===== config.mk =====
export PLATFORM = sky130hd
export DESIGN_NAME = bcd_convert_sched
export DESIGN_NICKNAME = d
export VERILOG_FILES = /design/src/rtl/bcd_convert_sched.sv
export SDC_FILE = /design/constraint.sdc
export NUM_CORES = 1
export LEC_CHECK = 0
export ABC_AREA = 1
export CORE_MARGIN = 3
export CORE_UTILIZATION = 31
export DETAILED_ROUTE_END_ITERATION = 16
export SYNTH_ARGS = -nofsm -noshare
export SYNTH_HDL_FRONTEND = slang
export SYNTH_SLANG_ARGS = --single-unit

===== constraint.sdc =====
create_clock -name clk -period 3.1 [get_ports clk]
set_input_delay 0.31 -clock clk [delete_from_list [all_inputs] [get_ports clk]]
set_output_delay 0.31 -clock clk [all_outputs]
set_load 0.01 [all_outputs]

===== src/rtl/bcd_convert_sched.sv =====
// Shared iterative binary-to-BCD converter (double-dabble, one bit per clock) for two round-robin requesters.
// Optional per-requester result cache enabled by defining BCD_RESULT_CACHE_EN.
module bcd_convert_sched #(
    parameter int WIDTH = 8
) (
    input  logic             clk,
    input  logic             reset_n,
    input  logic [1:0]       req,
    input  logic [WIDTH-1:0] bin0,
    input  logic [WIDTH-1:0] bin1,
    output logic [1:0]       ack,
    output logic             busy,
    output logic             out_valid,
    output logic             out_id,
    output logic [3:0]       hundreds,
    output logic [3:0]       tens,
    output logic [3:0]       ones
);

    localparam logic [1:0] IDLE  = 2'd0;
    localparam logic [1:0] SHIFT = 2'd1;
    localparam logic [1:0] DONE  = 2'd2;

    localparam logic [3:0] CNT_INIT = 4'(WIDTH - 1);

    logic [1:0]          state;
    logic                last_served;
    logic [WIDTH-1:0]    sreg;
    logic [11:0]         acc;
    logic [3:0]          cnt;

    logic                winner;
    logic [WIDTH-1:0]    win_bin;
    logic [11:0]         acc_adj;
    logic [11+WIDTH:0]   shifted;
    logic                hit;
    logic [11:0]         hit_bcd;

`ifdef BCD_RESULT_CACHE_EN
    logic [1:0]              cache_valid;
    logic [1:0][WIDTH-1:0]   cache_bin;
    logic [1:0][11:0]        cache_bcd;
    logic [WIDTH-1:0]        cap_bin;

    assign hit     = cache_valid[winner] && (cache_bin[winner] == win_bin);
    assign hit_bcd = cache_bcd[winner];
`else
    assign hit     = 1'b0;
    assign hit_bcd = '0;
`endif

    assign busy = (state != IDLE);

    // On a tie the requester not served last wins; a lone requester always wins.
    always_comb begin
        winner = 1'b0;
        if (req == 2'b10) begin
            winner = 1'b1;
        end else if (req == 2'b11) begin
            winner = ~last_served;
        end
        win_bin = winner ? bin1 : bin0;
    end

    // Add-3 correction on every nibble >= 5 before the shift.
    always_comb begin
        acc_adj = acc;
        for (int unsigned i = 0; i < 3; i++) begin
            if (acc[4*i +: 4] >= 4'd5) begin
                acc_adj[4*i +: 4] = acc[4*i +: 4] + 4'd3;
            end
        end
        shifted = {acc_adj, sreg} << 1;
    end

    always_ff @(posedge clk) begin
        if (!reset_n) begin
            state       <= IDLE;
            last_served <= 1'b1;
            ack         <= '0;
            out_valid   <= 1'b0;
            out_id      <= 1'b0;
            hundreds    <= '0;
            tens        <= '0;
            ones        <= '0;
            sreg        <= '0;
            acc         <= '0;
            cnt         <= '0;
`ifdef BCD_RESULT_CACHE_EN
            cache_valid <= '0;
            cache_bin   <= '0;
            cache_bcd   <= '0;
            cap_bin     <= '0;
`endif
        end else begin
            ack       <= '0;
            out_valid <= 1'b0;
            case (state)
                IDLE: begin
                    if (req != 2'b00) begin
                        sreg        <= win_bin;
                        acc         <= hit ? hit_bcd : 12'd0;
                        cnt         <= CNT_INIT;
                        ack[winner] <= 1'b1;
                        last_served <= winner;
                        out_id      <= winner;
                        state       <= hit ? DONE : SHIFT;
`ifdef BCD_RESULT_CACHE_EN
                        cap_bin     <= win_bin;
`endif
                    end
                end
                SHIFT: begin
                    acc  <= shifted[11+WIDTH:WIDTH];
                    sreg <= shifted[WIDTH-1:0];
                    if (cnt == 4'd0) begin
                        state <= DONE;
                    end else begin
                        cnt <= cnt - 4'd1;
                    end
                end
                DONE: begin
                    hundreds  <= acc[11:8];
                    tens      <= acc[7:4];
                    ones      <= acc[3:0];
                    out_valid <= 1'b1;
                    state     <= IDLE;
`ifdef BCD_RESULT_CACHE_EN
                    // A hit rewrites the same entry, so no hit/miss distinction is needed here.
                    cache_valid[out_id] <= 1'b1;
                    cache_bin[out_id]   <= cap_bin;
                    cache_bcd[out_id]   <= acc;
`endif
                end
                default: state <= IDLE;
            endcase
        end
    end

endmodule

==> flow_summary.yaml, run 1 <==
setup_path:
  path_cells: "inv_1 -> nand2_2 -> clkdlybuf4s50_1"
  r2r-end: "acc[8]$_SDFFE_PN0P_"
  critPathMaxFanout: 4
  regToRegStartpoint: "state[0]$_SDFFE_PN0P_"
  startpoint: "state[1]$_SDFFE_PN0P_"
  endpoint: "busy"
  critPathLaunchType: "flop"
  rrSetupSlack_ns: 1.45
  cp.required_ns: 2.79
  cpMaxStageDelayCell: "clkdlybuf4s50_1"
  crit_path_max_incr_delay_ns: 0.55
  endpoint_kind: "output pin"
  crit_type: "flop to output pin"
  arrival_ns: 1.45
  r2r_cells: 7
finish:
  syn_to_final_growth_pct: 23.26
  seq_area_sq_um: 860.8
  multi_input_area_sq_um: 974.7
  fin_util: 0.4088
  nets: 346
  nFillCells: 627
  final_cell_area_sq_um: 2506
  drive_above_1_share: 0.04375
  antenna_cells: 0
timing:
  clock.fmax_mhz: 568.3
  finalSetupTns_ns: 0
  worstMarginPinSlew_ns: 0.6469
  slew_viol_final: 0
  hold_violations: 0
  hold_ws_ns: 0.4681
  period_share: 0.5676
  maxSlewHeadroom: 0.5683
  fin_crit_ns: 1.760
  rsz0062_at_grt: "no"
  setup_viol: 0
  fin_skew_ns: 0.003656
clocking:
  cts_tree: "done"
  cts_setup_buffers: 0
  clock_latency_ns: 0.30
  cts_hold_buf: 0
  cts_buffers: 5
  postCtsResizedCells: 0
  cts.path.max_buffers: 2
  cts_root_buffer: "clkbuf_8"
  path_clk_slew_ns: 0.08
  clkSinkCount: 43
  htreeDepth: 2
route:
  ant_nets: 0
  via_per_inst: 4.744
  wl_met3_um: 227
  wirelength_um: 4278
  drtIter0Drc: 84
  drt-pass1-iter-count: 4
  dr_total_vias: 1874
  wl_met1_um: 2155
  wl_per_cell_um: 10.83
  wl_met2_um: 1842
  routed.top_layer: "met4"
  drc_errors: 0
place:
  hpwl_um: 3099
  port_buffers: 36
  dpl_cell_area_sq_um: 2425
  gp_congestion: 0.7990
global_route:
  grt_pass1_vias: 1718
  gr-usage-all-layers: 0.1234
  grt_max_degree: 24
  grt_remaining_overflow: 0
  grt_pass1_wl_um: 7431
  antenna_found_initial: 0
worst_hold_path:
  hp-class: "flop to flop"
yosys:
  synth_top_family_by_area: "simple AND/OR/NAND/NOR gates"
  yosys.area_share.simple: 0.2769
  netlist_instances: 285
  yosysTopAreaCellShare: 0.4234
  yosysMostFrequentCell: "nand2_1"
  synth_area_leaders: "dfxtp_1, nand2_1, nor2_1, a21oi_1, inv_1"
  ys.flop_type: "dfxtp_1"
  netlist.top_cell.by_area: "dfxtp_1"
  synth_compound_area_frac: 0.1594
  synth_edf_count: 0
  synth_warnings: 0
  seq_area_frac_synth: 0.4234
  synth_nets: 312
  synth_area_sq_um: 2033
  async_flop_share: 0
  synth_xor_area_frac: 0
  synth-seq-cells: 43
  yosys.area_share.adder: 0.04308
  synth.distinct_cells: 20
  synth_common_cells: "nand2_1, dfxtp_1, nor2_1, inv_1, a21oi_1"
  avgSynthCellArea_sq_um: 7.134
  yosys-mux-area-fraction: 0
power:
  leakage_nw: 1.043
  irDropWorstVdd_mv: 0.2421
  power_density_nw_per_um2: 477.3
die:
  initial_core_util: 0.3316
  io_pins: 37
  die_x_um: 86.99
  row_count: 28
  dieHeight_um: 86.99
  dieArea_sq_um: 7566
  core-area_sq_um: 6131
run_status:
  status: "completed"
run:
  drv_cap: 0
## state kept, by name, indices dropped and copies added (netlist names)
register / flops
acc: 12
sreg: 8
cnt: 4
hundreds: 4
ones: 4
tens: 4
ack: 2
state: 2
last_served: 1
out_id: 1
out_valid: 1
## cells in the final DEF, fill, tap and decap left out
| cell | Yosys | routed |
|---|---|---|
| buf_4 | 1 | 1 |
| o21ai_0 | 23 | 23 |
| clkbuf_8 | 1 | 5 |
| clkbuf_1 | 3 | 2 |
| nand2_1 | 57 | 57 |
| a21oi_1 | 28 | 28 |
| ha_1 | 7 | 7 |
| nand2_2 | 1 | 1 |
| dfxtp_1 | 43 | 43 |
| clkinv_2 | 0 | 1 |
| inv_2 | 2 | 2 |
| clkdlybuf4s50_1 | 0 | 36 |
| o21ai_2 | 1 | 1 |
| inv_1 | 32 | 32 |
| nor3_1 | 3 | 3 |
| nor2_4 | 3 | 3 |
| nand3_1 | 18 | 18 |
| nand4_1 | 8 | 8 |
| nor2_1 | 41 | 41 |
| o211ai_1 | 8 | 8 |
## routing by layer
metal | track usage | vias up
li1 | - | 997
met1 | 0.1570 | 828
met2 | 0.1946 | 45
met3 | 0.03974 | 4
met4 | 0.04533 | 0
met5 | 0 | -
## worst max-delay path: cells and delay by family, from the launching register on
kind | cells | cell delay (ns)
buf+inv | 2 | 0.62
flops | 1 | 0.42
simple gates | 1 | 0.11
## area by class of cell
| cell class | count | share of cell area |
|---|---|---|
| sequential | 43 | 0.3435 |
| clock buffer | 7 | 0.03045 |
| tap | 75 | 0.03744 |
| timing repair buffer | 37 | 0.1468 |
| inverter | 34 | 0.05092 |
| multi-input combinational | 198 | 0.3889 |
| clock inverter | 1 | 0.001997 |
## cells by family after synthesis
logic type      Yosys count
flops                    43
fa+ha+maj                 7
simple gates            131
compound gates           60
buf+inv                  44
## per-stage QoR
step                power [mW]  setup WS (ns)  cells
floorplan               0.7927          1.915    285
global placement        0.8693          1.237    387
detailed placement      0.8712          1.206    387
CTS                      1.216          1.314    395
global route             1.279          1.231    395
finish                   1.196          1.340    395
## power by group
| group | switching (mW) | internal (mW) | total (mW) |
|---|---|---|---|
| logic | 0.141 | 0.0987 | 0.240 |
| clock network | 0.183 | 0.158 | 0.341 |
| registers | 0.0220 | 0.593 | 0.615 |
| total | 0.346 | 0.850 | 1.20 |
## how the worst min path moves through the flow
stage	start	endpoint	slack, ns	cells after the start
finish	sreg[0]$_SDFFE_PN0P_	sreg[0]$_SDFFE_PN0P_	0.47	2
CTS	sreg[7]$_SDFFE_PN0P_	acc[0]$_SDFFE_PN0P_	0.46	2
global placement	acc[9]$_SDFFE_PN0P_	acc[9]$_SDFFE_PN0P_	0.45	2
global route	sreg[7]$_SDFFE_PN0P_	acc[0]$_SDFFE_PN0P_	0.49	2
detailed placement	sreg[7]$_SDFFE_PN0P_	acc[0]$_SDFFE_PN0P_	0.45	2
floorplan	last_served$_SDFFE_PN1P_	last_served$_SDFFE_PN1P_	0.43	2
No activity file was read; power rests on OpenSTA's default activity.
==> run 2: changes to the inputs <==
==> constraint.sdc (replaced) <==
create_clock -name clk -period 1.4 [get_ports clk]
set_input_delay 0.14 -clock clk [delete_from_list [all_inputs] [get_ports clk]]
set_output_delay 0.14 -clock clk [all_outputs]
set_load 0.01 [all_outputs]
==> run 2 against run 1 <==
Sequential cell count unchanged. Register-to-register slack worse by 1.3 ns. Wire length up 5.1%. Cell count up 4.3%. Global-route usage up 0.75 points. Core utilization up 2.6 points. Critical endpoint is now tens[2]. Largest power group unchanged.
==> flow_summary.yaml, run 2 (synthesized netlist as in run 1, its figures left out) <==
clocking:
  clock_latency_ns: 0.30
  cts_root_buffer: "clkbuf_8"
  path_clk_slew_ns: 0.08
  cts_buffers: 5
  clkSinkCount: 43
  cts.path.max_buffers: 2
  cts_tree: "done"
  htreeDepth: 2
worst_hold_path:
  hp-class: "primary input to flop"
timing:
  setup_viol: 0
  finalWorstSetupSlack_ns: 0.08452
  fin_crit_ns: 1.315
  hold_violations: 0
  slew_viol_final: 0
  fin_skew_ns: 0.006510
  maxSlewHeadroom: 0.8025
  worstMarginPinSlew_ns: 0.2959
  hold_ws_ns: 0.4382
  period_share: 0.9396
  finalSetupTns_ns: 0
  rsz0062_at_grt: "no"
  clock.fmax_mhz: 760.2
finish:
  nets: 363
  nFillCells: 630
  syn_to_final_growth_pct: 31.02
  antenna_cells: 0
  largestRegisters: "acc: 12 flops, sreg: 8 flops"
  largest_register_ffs: 12
  drive_above_1_share: 0.1217
  layout_common_cells: "nand2_1, nor2_1, dfxtp_1, clkdlybuf4s50_1, inv_1"
  mostFrequentLayoutCell: "nand2_1"
  largest-register: "acc"
  final_cells: 412
global_route:
  grt_remaining_overflow: 0
  grt_pass1_wl_um: 8024
  antenna_found_initial: 0
  grt_max_degree: 23
  grt_pass1_vias: 1883
  gr-usage-all-layers: 0.1309
die:
  initial_core_util: 0.3316
  io_pins: 37
  dieArea_sq_um: 7566
  core-area_sq_um: 6131
  row_count: 28
  dieHeight_um: 86.99
  die_x_um: 86.99
route:
  wirelength_um: 4497
  drtIter0Drc: 76
  wl_per_cell_um: 10.92
  drc_errors: 0
  drt-pass1-iter-count: 4
  via_per_inst: 4.646
  dr_total_vias: 1914
  ant_nets: 0
place:
  dp_slack_ns: -0.02195
  placed_cells: 401
  gp_congestion: 0.8357
  port_buffers: 36
  hpwl_um: 3270
run:
  drv_cap: 0
power:
  power_density_nw_per_um2: 1029
  irDropWorstVdd_mv: 0.4704
  leakage_nw: 1.154
setup_path:
  crit_path_max_incr_delay_ns: 0.54
  path_cells: "clkdlybuf4s50_1"
  critPathTopFamily: "buffers and inverters"
  cp.required_ns: 1.26
  crit_type: "flop to output pin"
  endpoint_kind: "output pin"
  cpMaxStageDelayCell: "clkdlybuf4s50_1"
  critPathMaxFanout: 2
  crit_buf_inv: 1
  critPathLaunchType: "flop"
  arrival_ns: 1.18
run_status:
  status: "completed"
run 2: cell types whose count changed in the layout (fill, tap and decap cells not counted), sizes merged:
cell	before	now
buf	1	18
clkbuf	7	5
clkdlybuf4s50	36	35
clkinv	1	3
dlygate4sd2	0	1
run 2: power by group:
group	total, mW	leakage, nW	internal (mW)	switching, mW
Combinational	0.630	0.754	0.292	0.338
Sequential	1.36	0.352	1.31	0.0462
Clock	0.750	0.0477	0.341	0.409
run 2: routing by layer:
| layer | up-vias | GRT usage | wire length (um) |
|---|---|---|---|
| li1 | 1027 | - | - |
| met1 | 839 | 0.1739 | 2194 |
| met2 | 43 | 0.2070 | 2028 |
| met3 | 5 | 0.02933 | 219 |
| met4 | 0 | 0.04816 | 55 |
| met5 | - | 0 | 0 |
run 2: area by class of cell:
type / instances / area [sq um] / share of cell area
repair buffers: 54 / 506.7 / 0.1902
multi-input cells: 198 / 987.2 / 0.3706
inverters: 34 / 127.6 / 0.04791
flip-flops and latches: 43 / 864.6 / 0.3246
clock buffers: 5 / 68.82 / 0.02583
well taps: 75 / 93.84 / 0.03523
clock inverters: 3 / 15.01 / 0.005636
run 2: worst paths after layout:
| path | startpoint | end | slack (ns) | depth (start not counted) |
|---|---|---|---|---|
| worst max-delay path | tens[2]$_SDFFE_PN0P_ | tens[2] | 0.08 | 1 |
| worst min-delay path | bin1[2] | sreg[2]$_SDFFE_PN0P_ | 0.44 | 3 |
| worst max register to register | state[0]$_SDFFE_PN0P_ | sreg[3]$_SDFFE_PN0P_ | 0.16 | 8 |
| worst min register to register | sreg[7]$_SDFFE_PN0P_ | acc[0]$_SDFFE_PN0P_ | 0.46 | 2 |
run 2: metrics by stage:
step                        util  power, mW  cell area, sq um
after global placement    0.4147      1.997              2542
after floorplan                -      1.755              2033
final                     0.4345      2.740              2664
after detailed placement  0.4147      2.007              2542
after CTS                 0.4284      2.759              2626
after global routing      0.4345      2.916              2664
run 2: timing repair:
action | 4_1_cts | 5_1_grt
pin swaps | 0 | 1
buffers inserted | 0 | 3
setup endpoints to repair | 1 | 7
gates resized for setup | 2 | 7
hold buffers | 0 | 0
run 2: worst register-to-register path, cell delays in order, from the launching register on:
cell and delay, ns:
dfxtp_1 0.34, inv_2 0.06, nor2_4 0.19, inv_2 0.08, buf_4 0.18, nand3_1 0.08, nand2_1 0.05, nor2_1 0.11
nor2_1 0.05
